`config.mk`:
```
export PLATFORM = sky130hd
export DESIGN_NAME = rib_arbiter
export DESIGN_NICKNAME = d
export VERILOG_FILES = /design/src/rtl/rib_arbiter_pkg.sv /design/src/rtl/rib_arbiter_rr_pick4.sv /design/src/rtl/rib_arbiter.sv
export SDC_FILE = /design/constraint.sdc
export NUM_CORES = 1
export LEC_CHECK = 0
export BUFFER_PORTS_ARGS = -buffer_cell sky130_fd_sc_hd__buf_2
export CORE_UTILIZATION = 58
export DETAILED_ROUTE_END_ITERATION = 6
export PLACE_DENSITY = 0.83
export SLEW_MARGIN = 20
export SYNTH_ARGS = -nofsm -noshare
export SYNTH_HDL_FRONTEND = slang
export SYNTH_SLANG_ARGS = --single-unit
```
`constraint.sdc`:
```
create_clock -name clk -period 5.5 [get_ports clk]
set_input_delay 0.55 -clock clk [delete_from_list [all_inputs] [get_ports clk]]
set_output_delay 0.55 -clock clk [all_outputs]
set_load 0.005 [all_outputs]
```
`src/rtl/rib_arbiter_pkg.sv`:
```
// Shared constants and types for the RIB bus arbiter.
package rib_arbiter_pkg;

  localparam int NUM_MST = 4;

  // Master indices; master 3 is the debug port that may take priority.
  localparam logic [1:0] MST_0   = 2'd0;
  localparam logic [1:0] MST_1   = 2'd1;
  localparam logic [1:0] MST_2   = 2'd2;
  localparam logic [1:0] MST_DBG = 2'd3;

  localparam int MAX_HOLD_DEF = 16;

  // grant_o value out of reset; master 1 never stalls the core.
  localparam logic [1:0] GRANT_RST = MST_1;

  // Levels of the stall request towards the core.
  localparam logic HOLD_ENABLE  = 1'b1;
  localparam logic HOLD_DISABLE = 1'b0;

  typedef enum logic {
    ST_IDLE = 1'b0,
    ST_OWN  = 1'b1
  } state_e;

  // Result of one round-robin search.
  typedef struct packed {
    logic       vld;
    logic [1:0] idx;
  } pick_t;

  // One-hot select for a master index.
  function automatic logic [NUM_MST-1:0] mst_bit(input logic [1:0] idx);
    return 4'b0001 << idx;
  endfunction

endpackage

```
`src/rtl/rib_arbiter_rr_pick4.sv`:
```
// Combinational 4-way round-robin priority encoder.
// Candidates are req_i & mask_i; the search starts at ptr_i and wraps 3->0.
module rr_pick4
  import rib_arbiter_pkg::*;
(
  input  logic [NUM_MST-1:0] req_i,
  input  logic [NUM_MST-1:0] mask_i,
  input  logic [1:0]         ptr_i,
  output pick_t              pick_o
);

  logic [NUM_MST-1:0] cand;
  logic [1:0]         idx;

  // Walk offsets from farthest to nearest so the candidate closest to ptr_i wins.
  always_comb begin
    cand   = req_i & mask_i;
    pick_o = '0;
    idx    = '0;
    for (int k = NUM_MST - 1; k >= 0; k--) begin
      idx = ptr_i + 2'(k);
      if (cand[idx]) begin
        pick_o.vld = 1'b1;
        pick_o.idx = idx;
      end
    end
  end

endmodule

```
`src/rtl/rib_arbiter.sv`:
```
// RIB bus arbiter: round-robin grant among four masters with optional debug
// priority, locked multi-beat ownership and a hold-time limit under contention.
// MAX_HOLD must lie in 1..16 because the hold counter is 4 bits wide.
module rib_arbiter
  import rib_arbiter_pkg::*;
#(
  parameter int MAX_HOLD = MAX_HOLD_DEF,
  parameter bit PRIO_EN  = 1'b1
) (
  input  logic               clk,
  input  logic               rst,
  input  logic [NUM_MST-1:0] req_i,
  input  logic [NUM_MST-1:0] lock_i,
  output logic [1:0]         grant_o,
  output logic               grant_valid_o,
  output logic               hold_flag_o,
  output logic               timeout_o
);

  localparam logic [3:0] HOLD_LAST = 4'(MAX_HOLD - 1);

  state_e     state_q, state_d;
  logic [1:0] grant_q, grant_d;
  logic [1:0] last_q, last_d;
  logic [3:0] cnt_q, cnt_d;

  logic               own;
  logic [NUM_MST-1:0] others;
  logic               force_rel;
  logic               release_pt;
  logic               arb_pt;
  logic [NUM_MST-1:0] mask;
  logic [1:0]         ptr;
  logic               prio_hit;
  logic [1:0]         winner;
  pick_t              pick;

  // Release / arbitration-point decode; the current owner never competes at
  // its own release, which also keeps a force-released master out.
  always_comb begin
    own        = (state_q == ST_OWN);
    others     = req_i & ~mst_bit(grant_q);
    force_rel  = own && (cnt_q == HOLD_LAST) && (|others);
    release_pt = own && (!req_i[grant_q] || !lock_i[grant_q] || force_rel);
    arb_pt     = !own || release_pt;
    mask       = own ? ~mst_bit(grant_q) : '1;
    ptr        = last_q + 2'd1;
  end

  rr_pick4 u_pick (
    .req_i  (req_i),
    .mask_i (mask),
    .ptr_i  (ptr),
    .pick_o (pick)
  );

  // Next-state: new grant at an arbitration point, else count owned cycles.
  always_comb begin
    prio_hit = PRIO_EN && req_i[MST_DBG] && mask[MST_DBG];
    winner   = prio_hit ? MST_DBG : pick.idx;
    state_d  = state_q;
    grant_d  = grant_q;
    last_d   = last_q;
    cnt_d    = cnt_q;
    if (arb_pt) begin
      if (pick.vld) begin
        state_d = ST_OWN;
        grant_d = winner;
        last_d  = winner;
        cnt_d   = '0;
      end else begin
        state_d = ST_IDLE;
      end
    end else if (cnt_q != HOLD_LAST) begin
      cnt_d = cnt_q + 4'd1;
    end
  end

  // State registers; grant_q keeps its value through IDLE.
  always_ff @(posedge clk) begin
    if (rst) begin
      state_q <= ST_IDLE;
      grant_q <= GRANT_RST;
      last_q  <= MST_0;
      cnt_q   <= '0;
    end else begin
      state_q <= state_d;
      grant_q <= grant_d;
      last_q  <= last_d;
      cnt_q   <= cnt_d;
    end
  end

  // Stall the core for any master but 1 requesting or owning the bus.
  always_comb begin
    hold_flag_o = HOLD_DISABLE;
    if (req_i[MST_0] || req_i[MST_2] || req_i[MST_DBG] || (own && grant_q != MST_1))
      hold_flag_o = HOLD_ENABLE;
  end

  assign grant_o       = grant_q;
  assign grant_valid_o = own;
  assign timeout_o     = force_rel;

endmodule
```
======== After elaboration in Yosys (flattened, before gate mapping) ========
Index checks and enable logic that the tools add are counted.
operators by class
  $add $sub $neg .......................... 5
  magnitude comparators ................... 5
  equal/unequal tests ..................... 4
  shifts and indexed selects .............. 1
  muxes and demuxes ....................... 23
  bitwise gates (word level) .............. 3
  reductions and logical operators ........ 18
operator list
  kind                   count
  $mux W4                4
  $lt A2 B3 Y1 const B   5
  $bmux W1 S2            6
  $mux W3                4
  $and A4 B4 Y4          2
  $mux W1                8
  $logic_or A1 B1 Y1     6
  $logic_and A1 B1 Y1    5
  $add A2 B1 Y2 const B  2
  $add A2 B2 Y2 const B  2
  $add A4 B1 Y4 const B  1
  $eq A4 B4 Y1 const B   1
  $ne A2 B1 Y1 const B   2
  $ne A4 B4 Y1 const B   1
  $not A4 Y4             1
  $reduce_and A2 Y1      2
  $reduce_or A4 Y1       1
  $shl A1 B2 Y4 const A  1
  $logic_not A1 Y1       3
  $mux W2                1
  $reduce_bool A2 Y1     1
storage, ports and cells
  bits in registers ....................... 9
  bits of input ports ..................... 10
  output and inout port bits .............. 5
  logic and storage cells ................. 63

======== Logic depth before layout (Yosys ltp) ========
  depth after elaboration ................. 12
  mapped depth ............................ 6
  mapped depth without buffers ............ 6

======== Hierarchy ========
From an unflattened synthesis, not the netlist that was laid out.
unflattened totals
  cells, all modules ...................... 93
  area, all modules ....................... 737.0 µm²
by module, submodules not included
  module       times used  cells each  area each (µm²)  sequential area each (µm²)
  rib_arbiter  1           77          625.6            160.2
  rr_pick4     1           16          111.4            0.0

======== Worst setup path after synthesis ========
Ideal clock, no wire load.
  kind .................................... in2reg
  from .................................... input req_i[1]
  to ...................................... register last_q[0]
  library setup time ...................... 0.088 ns
  arrival time ............................ 1.873 ns
  required time ........................... 5.412 ns
  slack ................................... 3.539 ns
  cell stages on the path ................. 6
  buffers on the path ..................... 1
  cell sequence ........................... buf_2 > nand2_1 > mux4_2 > a211oi_4 > nor2_4 > a311oi_2
on the way
  longest elaborated chain between the ends .. 8
  elaborated cells between the ends (all ways) .. 25
  classes of those cells .................. mux: 15; bitwise: 2; reduce/logical: 8
ends and longest elaborated chain
  item                                                               line                                           RTL
  start: declaration                                                 rib_arbiter.sv:12                              input logic [NUM_MST-1:0] req_i,
  $and A4 B4 Y4 or $bmux W1 S2 (tied branches)                       rib_arbiter_rr_pick4.sv:17, rib_arbiter.sv:44
  $bmux W1 S2 or $mux W1 (tied branches)                             rib_arbiter_rr_pick4.sv:22, rib_arbiter.sv:44
  $mux W1 (implied by the code) or $logic_not A1 Y1 (tied branches)  rib_arbiter_rr_pick4.sv:22, rib_arbiter.sv:44
  $mux W3 or $logic_or A1 B1 Y1 (tied branches) (2 in series)        rib_arbiter_rr_pick4.sv:22, rib_arbiter.sv:44
  $mux W3 or $logic_and A1 B1 Y1 (tied branches)                     rib_arbiter_rr_pick4.sv:22, rib_arbiter.sv:44
  $mux W3 or $logic_or A1 B1 Y1 (tied branches)                      rib_arbiter_rr_pick4.sv:22, rib_arbiter.sv:45
  $mux W2 or $reduce_and A2 Y1 (tied branches)                       n/a
  end signal: assignment                                             rib_arbiter.sv:89                              last_q <= last_d;
  end: declaration                                                   rib_arbiter.sv:24                              logic [1:0] last_q, last_d;
Several ways; a longest one is shown, not always the timed one. The select of a mux whose other input is x is not followed.
A chain may end at the register's enable or synchronous reset.

======== Worst setup path after layout ========
  from .................................... register grant_q[0], in the netlist grant_o[0]
  to ...................................... output timeout_o
on the way
  longest elaborated chain between the ends .. 5
ends and longest elaborated chain
  item                      line                   RTL
  start: declaration        rib_arbiter.sv:23      logic [1:0] grant_q, grant_d;
  start signal: assignment  rib_arbiter.sv:88      grant_q <= grant_d;
  $shl A1 B2 Y4             rib_arbiter_pkg.sv:34  return 4'b0001 << idx;
  $not A4 Y4                rib_arbiter.sv:42      others = req_i & ~mst_bit(grant_q);
  $and A4 B4 Y4             rib_arbiter.sv:42
  $reduce_or A4 Y1          rib_arbiter.sv:43      force_rel = own && (cnt_q == HOLD_LAST) && (|others);
  $logic_and A1 B1 Y1       rib_arbiter.sv:43
  end: declaration          rib_arbiter.sv:17      output logic timeout_o
No other way between the ends.

==> flow_metrics.env <==
export IMPL_grt_max_degree=15
export IMPL_syn_to_final_growth_pct=6.535
export IMPL_numCtsBuffers=3
export IMPL_cap_viol_max_count=0
export IMPL_holdPathEnd="cnt_q[3]$_SDFFE_PP0P_"
export IMPL_yosys_top_cells_count="nand2_1 (9), dfxtp_1 (8), nor2_1 (6)"
export IMPL_die_area_mm2=0.001574
export IMPL_crit_path_start_kind="register"
export IMPL_power_uw=231.9
export IMPL_grt_antenna_before_repair=0
export IMPL_cp_end_kind="primary output"
export IMPL_ir_drop_v=0.0002048
export IMPL_rsz0062_at_grt="false"
export IMPL_dieWidth_um=39.68
export IMPL_avgRoutedWirePerCell_um=15.02
export IMPL_drive_above_1_share_pct=25.45
export IMPL_tightest_slew_ns=0.5524
export IMPL_r2r_cells=5
export IMPL_fillers=116
export IMPL_multi_input_area_um2=578.1
export IMPL_chipHeight_um=39.68
export IMPL_design_area_um2=877.1
export IMPL_yosysTopAreaCell="dfxtp_1"
export IMPL_io_buffers=14
export IMPL_slew_violations=0
export IMPL_ys_ff_latch=8
export IMPL_route_met3_wl_um=91
export IMPL_initial_core_util_pct=62.49
export IMPL_ios=15
export IMPL_p_sw_share_pct=40.70
export IMPL_drc_errors=0
export IMPL_worst_ep_required_time_ns=4.95
export IMPL_yosysTopAreaCellShare_pct=19.45
export IMPL_finalHoldViolCount=0
export IMPL_p_int_uw=137.5
export IMPL_dr_wl_met2_um=884
export IMPL_root_buffer="clkbuf_4"
export IMPL_antenna_left=0
export IMPL_n_antenna_cell=0
export IMPL_netlist_instances=102
export IMPL_power_density_mw_per_mm2=264.4
export IMPL_cts_resized_gates=0
export IMPL_core_mm2=0.001318
export IMPL_r2r_slack_ns=3.50
export IMPL_status="complete, no violations"
export IMPL_async_reset_ff_share_pct=0
export IMPL_grt_pass1_vias=674
export IMPL_clock_fmax_mhz=439.7
export IMPL_min_period_over_period_pct=41.35
export IMPL_place_hpwl_um=1365
export IMPL_grt_usage_pct=27.23
export IMPL_post_cts_buffers=0
export IMPL_seqCellArea_um2=160.2
export IMPL_viasPerCell=6.328
export IMPL_cts_reportedPaths_clkPinSlew_ns=0.06
export IMPL_mappedNetlistArea_um2=823.3
export IMPL_ys_seq_area_share_pct=19.45
export IMPL_synthTopCellsByArea="dfxtp_1 (19%), nand2_1 (4.1%), mux2i_1 (3.6%), a311oi_2 (3.6%), mux4_1 (3.2%)"
export IMPL_overflow=0
export IMPL_gp_congestion=0.8178
export IMPL_hold_buffers=0
export IMPL_clkPwrFrac_pct=19.8
export IMPL_fin_nets=123
export IMPL_synthFlopType="dfxtp_1"
export IMPL_drt_met1_wl_um=901
export IMPL_setup_tns_ns=0
export IMPL_vias=791
export IMPL_grt_pass1_wl_um=2960
export IMPL_hold_start="cnt_q[3]$_SDFFE_PP0P_"
export IMPL_finalWirelength_um=1877
export IMPL_yosysMostFrequentCell="nand2_1"
export IMPL_hold_path_class="register to register"
export IMPL_cts_htree_levels=1
export IMPL_rows=13
export IMPL_avgSynthCellArea_um2=8.071
export IMPL_p_sw_uw=94.39
export IMPL_setup_ws_ns=3.226
export IMPL_worstPathMaxFanout=14
export IMPL_setup_viol=0
export IMPL_share_seq_of_total_power_pct=35.9
export IMPL_yosys_warnings=0
export IMPL_syn_nets=113
export IMPL_r2r_start="grant_o[0]$_SDFFE_PP1P_"
export IMPL_clkLatencyLatePin_ns=0.26
export IMPL_top_layer="met3"
export IMPL_slew_headroom_pct=63.13
export IMPL_power_frac_comb_pct=44.3
export IMPL_p_leak_uw=0.0003578
export IMPL_finalCriticalPeriod_ns=2.274
export IMPL_fin_worst_skew_ns=0.003777
export IMPL_clock_path_buffers=2
export IMPL_pre_cts_ws_ns=3.388
export IMPL_drtIter0Drc=34
export IMPL_synth_edf_count=0
export IMPL_yosysUniqueCellTypes=43
export IMPL_placed_area_um2=854.6
export IMPL_clock_sinks=8
export IMPL_cp_arrival_ns=1.72
export IMPL_path_class="register to primary output"
export IMPL_hold_path_depth=2
export IMPL_hold_slack_ns=0.5073
export IMPL_drt_first_pass_iters=4
export IMPL_rr_endpoint="last_q[0]$_SDFFE_PP0P_"
export IMPL_cts_tree="yes"
stage by stage:
| step | utilization (%) | instances |
|---|---|---|
| 2_1_floorplan | - | 102 |
| 3_3_place_gp | 64.86 | 122 |
| 3_5_place_dp | 64.86 | 122 |
| 4_1_cts | 66.57 | 125 |
| 5_1_grt | 66.57 | 125 |
| 6_report | 66.57 | 125 |
critical path, cell delays in order (launching register included):
cell,delay [ns]
dfxtp_1,0.67
mux2i_1,0.19
a32oi_1,0.31
and3_1,0.19
buf_2,0.10
logic make-up (layout without fill, tap and decap cells):
family	count (synthesis)	after routing	share of synthesized area (%)
fa+ha+maj	1	1	1.520
compound gates	30	30	28.87
mux	7	7	12.31
buf+inv	15	23	10.33
simple gates	38	38	24.32
flops	8	8	19.45
xor+xnor	3	3	3.192
layout make-up:
| type | instances | share of cell area [%] |
|---|---|---|
| well taps | 15 | 2.140 |
| multi-input cells | 79 | 65.91 |
| clock buffers | 3 | 2.568 |
| inverters | 6 | 3.138 |
| flip-flops and latches | 8 | 18.26 |
| repair buffers | 14 | 7.989 |
flip-flops by register name, indices dropped and copies added, names as in the netlist:
name and cells:
last_q 1, grant_valid_o 1, cnt_q 4, grant_o 2
power groups by stage:
stage / clock [uW] / sequential, uW / combinational (uW)
after detailed placement: 0 / 84.2 / 101
after global routing: 48.3 / 84.7 / 113
after global placement: 0 / 84.1 / 99.4
after floorplan: 0 / 69.3 / 102
final: 46.0 / 83.2 / 103
after CTS: 47.4 / 82.9 / 102
metal layers:
layer	vias up	GRT usage (%)
li1	400	-
met1	364	38.18
met2	27	43.85
met3	0	6.818
met4	0	0
met5	-	0
worst max-delay path by stage:
stage | startpoint | to | cells past startpoint
floorplan | req_i[1] | last_q[0]$_SDFFE_PP0P_ | 6
global placement | req_i[3] | last_q[0]$_SDFFE_PP0P_ | 6
detailed placement | req_i[3] | last_q[0]$_SDFFE_PP0P_ | 6
CTS | grant_o[0]$_SDFFE_PP1P_ | timeout_o | 4
global route | grant_o[0]$_SDFFE_PP1P_ | timeout_o | 4
finish | grant_o[0]$_SDFFE_PP1P_ | timeout_o | 4
cell usage in the layout (no fill, tap or decap), drive strengths merged:
cell type,synthesis,routed
xnor2,1,1
o21ai,3,3
a21o,1,1
a211oi,2,2
a32oi,2,2
a22oi,2,2
buf,9,14
o21a,3,3
dfxtp,8,8
a31oi,2,2
a31o,1,1
and3,1,1
inv,6,6
nand2b,1,1
xor2,2,2
a21boi,2,2
mux2i,3,3
or3,1,1
o211ai,1,1
and2,4,4
and2b,1,1
nand3,4,4
nor3,4,4
o221ai,1,1
o311ai,1,1
clkbuf,0,3
ha,1,1
mux4,2,2
mux2,2,2
a21oi,5,5
nand3b,1,1
nand4,4,4
nor3b,1,1
a311oi,2,2
o31ai,2,2
nor2,7,7
nand2,9,9
Power figures use the tool's default switching activity.
